===== config.mk =====
export PLATFORM = sky130hd
export DESIGN_NAME = icebus_poll_scheduler
export DESIGN_NICKNAME = d
export VERILOG_FILES = /design/src/rtl/icebus_poll_scheduler.sv
export SDC_FILE = /design/constraint.sdc
export NUM_CORES = 1
export LEC_CHECK = 0
export CORE_UTILIZATION = 55
export CTS_CLUSTER_SIZE = 12
export DETAILED_ROUTE_END_ITERATION = 10
export DONT_BUFFER_PORTS = 1
export PLACE_DENSITY_LB_ADDON = 0.1
export SLEW_MARGIN = 20
export SYNTH_ARGS = -nofsm -noshare
export SYNTH_HDL_FRONTEND = slang
export SYNTH_SLANG_ARGS = --single-unit

===== constraint.sdc =====
create_clock -name clk -period 2.4 [get_ports clk]
set_input_delay 0.48 -clock clk [delete_from_list [all_inputs] [get_ports clk]]
set_output_delay 0.48 -clock clk [all_outputs]
set_load 0.02 [all_outputs]

===== src/rtl/icebus_poll_scheduler.sv =====
// Round-robin poller for icebus motor boards. It keeps each board's latest current average and a stale flag.
// Define ICEBUS_SCHED_STATS_EN to add the saturating timeout_total output.
module icebus_poll_scheduler #(
    parameter int NUM_SLOTS      = 4,
    parameter int TIMEOUT_CYCLES = 50000,
    parameter int GAP_CYCLES     = 16
) (
    input  logic        clk,
    input  logic        reset_n,
    input  logic        enable,
    output logic        tx_valid,
    output logic [3:0]  tx_id,
    input  logic        tx_ready,
    input  logic        rx_valid,
    input  logic [3:0]  rx_id,
    input  logic [31:0] rx_current,
    input  logic [3:0]  rd_idx,
    output logic [31:0] rd_current,
    output logic        rd_stale,
    output logic        busy,
    output logic        cycle_done,
`ifdef ICEBUS_SCHED_STATS_EN
    output logic [15:0] timeout_total,
`endif
    output logic [1:0]  dbg_state
);

    localparam int TW = $clog2(TIMEOUT_CYCLES + 1);
    localparam int GW = $clog2(GAP_CYCLES + 1);
    localparam logic [TW-1:0] TO_LAST  = TW'(TIMEOUT_CYCLES - 1);
    localparam logic [GW-1:0] GAP_LAST = GW'(GAP_CYCLES - 1);
    localparam logic [3:0]    PTR_LAST = 4'(NUM_SLOTS - 1);

    typedef enum logic [1:0] {
        ST_IDLE = 2'd0,
        ST_SEND = 2'd1,
        ST_WAIT = 2'd2,
        ST_GAP  = 2'd3
    } state_t;

    state_t                r_state;
    state_t                w_next;
    logic [3:0]            r_ptr;
    logic [TW-1:0]         r_to_cnt;
    logic [GW-1:0]         r_gap_cnt;
    logic                  r_cycle_done;
    logic [31:0]           r_cur [NUM_SLOTS];
    logic [NUM_SLOTS-1:0]  r_stale;

    logic w_match;
    logic w_expire;
    logic w_done;
    logic w_gap_end;
    logic w_wrap;

    // Frame handshake: a frame transfers on a rising edge where tx_valid and tx_ready are both high.
    // While in SEND, tx_valid and tx_id hold steady until that edge or until enable drops.
    // A response that matches on the expiry cycle itself is treated as a response.
    assign w_match   = (r_state == ST_WAIT) && rx_valid && (rx_id == r_ptr);
    assign w_expire  = (r_state == ST_WAIT) && (r_to_cnt == TO_LAST) && !w_match;
    assign w_done    = w_match || w_expire;
    assign w_gap_end = (r_state == ST_GAP) && (r_gap_cnt == GAP_LAST);
    assign w_wrap    = w_gap_end && (r_ptr == PTR_LAST);

    assign dbg_state = r_state;

    always_ff @(posedge clk or negedge reset_n) begin
        if (!reset_n) begin
            r_state <= ST_IDLE;
        end else begin
            r_state <= w_next;
        end
    end

    always_comb begin
        w_next = r_state;
        case (r_state)
            ST_IDLE: begin
                if (enable) begin
                    w_next = ST_SEND;
                end
            end
            ST_SEND: begin
                if (tx_ready) begin
                    w_next = ST_WAIT;
                end else if (!enable) begin
                    w_next = ST_IDLE;
                end
            end
            ST_WAIT: begin
                if (w_done) begin
                    w_next = ST_GAP;
                end
            end
            ST_GAP: begin
                if (w_gap_end) begin
                    w_next = enable ? ST_SEND : ST_IDLE;
                end
            end
            default: w_next = ST_IDLE;
        endcase
    end

    always_comb begin
        tx_valid   = (r_state == ST_SEND);
        tx_id      = (r_state == ST_SEND) ? r_ptr : 4'd0;
        busy       = (r_state != ST_IDLE);
        cycle_done = r_cycle_done;
    end

    always_ff @(posedge clk or negedge reset_n) begin
        if (!reset_n) begin
            r_to_cnt <= '0;
        end else if ((r_state != ST_WAIT) || w_done) begin
            r_to_cnt <= '0;
        end else begin
            r_to_cnt <= r_to_cnt + TW'(1);
        end
    end

    always_ff @(posedge clk or negedge reset_n) begin
        if (!reset_n) begin
            r_gap_cnt <= '0;
        end else if ((r_state != ST_GAP) || w_gap_end) begin
            r_gap_cnt <= '0;
        end else begin
            r_gap_cnt <= r_gap_cnt + GW'(1);
        end
    end

    // The pointer only moves once a transaction has fully finished its gap.
    always_ff @(posedge clk or negedge reset_n) begin
        if (!reset_n) begin
            r_ptr        <= 4'd0;
            r_cycle_done <= 1'b0;
        end else begin
            r_cycle_done <= w_wrap;
            if (w_gap_end) begin
                r_ptr <= (r_ptr == PTR_LAST) ? 4'd0 : r_ptr + 4'd1;
            end
        end
    end

    always_ff @(posedge clk or negedge reset_n) begin
        if (!reset_n) begin
            for (int i = 0; i < NUM_SLOTS; i++) begin
                r_cur[i] <= '0;
            end
            r_stale <= '1;
        end else begin
            for (int i = 0; i < NUM_SLOTS; i++) begin
                if (r_ptr == 4'(i)) begin
                    if (w_match) begin
                        r_cur[i]   <= rx_current;
                        r_stale[i] <= 1'b0;
                    end else if (w_expire) begin
                        r_stale[i] <= 1'b1;
                    end
                end
            end
        end
    end

    // Indices beyond the table read as zero and not stale.
    always_comb begin
        rd_current = '0;
        rd_stale   = 1'b0;
        for (int i = 0; i < NUM_SLOTS; i++) begin
            if (rd_idx == 4'(i)) begin
                rd_current = r_cur[i];
                rd_stale   = r_stale[i];
            end
        end
    end

`ifdef ICEBUS_SCHED_STATS_EN
    logic [15:0] r_to_total;

    always_ff @(posedge clk or negedge reset_n) begin
        if (!reset_n) begin
            r_to_total <= '0;
        end else if (w_expire && (r_to_total != 16'hFFFF)) begin
            r_to_total <= r_to_total + 16'd1;
        end
    end

    assign timeout_total = r_to_total;
`endif

endmodule


==> results.toml, run 1 <==
[status]
status = "finished, violations left"
failed_checks = "negative hold slack"

[floorplanning]
io_pins = 87
fp.dieH_um = 117
core_um2 = 12800
floorplan.initialDensity_pct = 57.2
num_rows = 41
fp.dieArea_um2 = 13700
die_w_um = 117

[detailed_routing]
vias_per_cell = 5.75
route.detailed.wl_per_inst_um = 18.9
drt_first_pass_iters = 4
drt-initial-drc-count = 281
drt-total-wl_um = 14700
drc_errors = 0
ant_nets = 0
vias = 4462

[sta]
max_slew.worst_pin.slew_ns = 0.537
period_needed_ns = 2.18
finalSetupTns_ns = 0
slew_viol_final = 0
finalSetupViolCount = 0
hold_ws_ns = -0.240
finalWorstSetupSlack_ns = 0.222
hold_viol_final = 160
timing.fmax_mhz = 459
rsz0062_at_grt = "no"
fin_skew_ns = 0.00462
finalCritPeriodShare_pct = 90.8
slew_headroom_pct = 63.7

[placed_design]
gp_routability_congestion = 0.841
placed_cell_area_um2 = 7760
post-place-ws_ns = 0.240
io_buffers = 0
dpl.hpwl_um = 9300

[setup_path]
worstPathCellList = "ha_1 > nor3b_1 > nand2_1 > nor3_4 > buf_4 > mux2_2"
reg2reg_to = "r_cur[21]$_DFFE_PN0P_"
crit_path_start = "r_ptr[0]$_DFFE_PN0P_"
reg2regPathDepth = 6
worstSetupEndpointType = "register"
rr_startpoint = "r_ptr[0]$_DFFE_PN0P_"
criticalPathCategory = "register to register"
critPathBufInv = 1
crit_fanout = 19
path_depth = 6
reg2reg_slack_ns = 0.22
slowest_delay_ns = 0.46
worstPathRequired_ns = 2.70
cp_slowest_cell = "dfrtp_1"
crit_family = "simple AND/OR/NAND/NOR gates"
cp-start-kind = "register"
cp.arrival_ns = 2.47
cp-endpoint = "r_cur[21]$_DFFE_PN0P_"

[clock_network]
cts_buffers = 17
clk_latency_ns = 0.41
clockRootBuffer = "clkbuf_16"
cts.sinks = 160
clk_pin_slew_ns = 0.06
cts_setup_buffers = 0
cts-htree-levels = 4
cts_max_path_buffers = 2
cts_tree = "yes"
ctsResizeCount = 0

[global_routing]
busiest_layer = "met2"
antenna_found_initial = 0
gr-usage-met2_pct = 36.7
overflow = 0
grt_max_degree = 161
grtUsageMet1_pct = 30.3
grt_pass1_wl_um = 23300
grt_use_total_pct = 22.8
grt_pass1_vias = 4562
use_met3_pct = 5.56

[power_and_ir_drop]
ir_drop_mv = 0.527
p_per_area_nw_per_um2 = 805
p_leak_nw = 3.98

[cells_and_area]
multi_input_comb_area_um2 = 3090
final_cell_mix = "dfrtp_1 (156), mux2_2 (117), buf_4 (43)"
final_common_cell = "dfrtp_1"
regArea_um2 = 4010
nFillCells = 901
antennaDiodeCount = 0
area.growth.synth_to_final_pct = 15.5
final_nets = 643
utilization_pct = 66.1
stdcell_area_um2 = 8440
drive_gt1_share_pct = 34.9

[synth]
synthesis.area_um2 = 7300
avgSynthCellArea_um2 = 13.3
synth_cells = 551
ys_seq_area_share_pct = 54.9
ys_types = 37
synth-seq-cells = 160
ys_warn_count = 0
synth_nets = 603

[worst_hold_path]
min_path_type = "primary input to asynchronous set/reset pin"

[flow_run]
drv_cap = 0
==> worst reg2reg max path, delay by kind of cell, from the launching register on <==
family        cells  cell delay [ns]
simple gates      3             0.67
flops             1             0.46
mux               1             0.39
buf+inv           1             0.31
fa+ha+maj         1             0.23
==> metal layers <==
metal,routed length (um),up-vias,part of all wire (%)
li1,-,2076,-
met3,767,15,5.2
met4,193,0,1.3
met1,6600,2278,45
met5,0,-,0
met2,7140,93,49
==> cell type report <==
cell class                      instances  area share, %
Clock inverter                          9           2.09
Clock buffer                           23           5.90
Multi-Input combinational cell        357           36.6
Timing Repair Buffer                   48           5.01
Tap cell                              172           2.55
Inverter                                7          0.311
Sequential cell                       160           47.5
==> Yosys cell counts (all sizes together) <==
library cell / count / area share (%)
and2: 5 / 0.43
inv: 7 / 0.36
and4: 2 / 0.24
a21o: 1 / 0.10
nor2: 27 / 1.4
nand4: 5 / 0.43
buf: 14 / 2.0
ha: 7 / 1.2
mux2i: 33 / 4.5
mux2: 128 / 20
xor2: 4 / 0.48
o211ai: 1 / 0.17
nand2: 15 / 0.77
or3b: 1 / 0.12
nor3b: 1 / 0.10
and3: 4 / 0.34
or2: 1 / 0.086
nor3: 8 / 1.2
a31oi: 4 / 0.34
clkbuf: 13 / 0.67
nor2b: 2 / 0.17
xnor2: 17 / 2.0
dfstp: 4 / 1.4
nor4bb: 2 / 0.27
dfrtp: 156 / 53
nor4: 6 / 0.51
a22oi: 33 / 3.4
o21ai: 37 / 2.5
nand3b: 1 / 0.10
nor4b: 2 / 0.53
o211a: 1 / 0.14
nand3: 9 / 0.79
==> worst min-delay path by stage <==
stage | startpoint | to | slack [ns] | cells past startpoint
after global placement | reset_n | r_cur[86]$_DFFE_PN0P_ | 0.19 | 0
after detailed placement | reset_n | r_cur[86]$_DFFE_PN0P_ | 0.19 | 0
after floorplan | reset_n | asynchronous set/reset pin | 0.18 | 0
after global routing | reset_n | r_cur[86]$_DFFE_PN0P_ | -0.26 | 0
after CTS | reset_n | r_cur[86]$_DFFE_PN0P_ | -0.25 | 0
final | reset_n | r_cur[86]$_DFFE_PN0P_ | -0.24 | 0
==> state kept, by name (all words and copies together) (netlist names), named ones only <==
name / cells
r_gap_cnt: 5
cycle_done: 1
r_ptr: 4
dbg_state: 1
r_to_cnt: 16
r_cur: 128
r_stale: 4
==> power by group <==
| part | leakage, nW | total [mW] | internal (mW) | switching [mW] |
|---|---|---|---|---|
| logic | 1.48 | 0.660 | 0.331 | 0.329 |
| clock network | 0.329 | 3.01 | 1.98 | 1.02 |
| registers | 2.17 | 3.13 | 2.97 | 0.157 |
| total | 3.98 | 6.79 | 5.28 | 1.51 |
==> metrics by stage <==
step                instances  power (mW)
detailed placement        744        3.83
floorplan                 551        3.65
global placement          744        3.79
finish                    776        6.79
global route              776        7.06
CTS                       776        6.84
==> cells by family after synthesis <==
group           count (synthesis)  synth area share [%]
xor+xnor                       21                  2.52
buf+inv                        34                  3.01
mux                           161                  24.3
flops                         160                  54.9
compound gates                 77                  6.68
fa+ha+maj                       7                  1.20
simple gates                   91                  7.45
Note: power is estimated with default switching activity, not from simulation.
==> inputs of run 2 (changes only) <==
--- a/config.mk
+++ b/config.mk
@@ -9,6 +9,7 @@
 export CTS_CLUSTER_SIZE = 12
 export DETAILED_ROUTE_END_ITERATION = 10
 export DONT_BUFFER_PORTS = 1
+export GPL_ROUTABILITY_DRIVEN = 0
 export PLACE_DENSITY_LB_ADDON = 0.1
 export SLEW_MARGIN = 20
 export SYNTH_ARGS = -nofsm -noshare
==> results of run 2 <==
The final DEF is identical to that of run 1; final timing and power are the same.
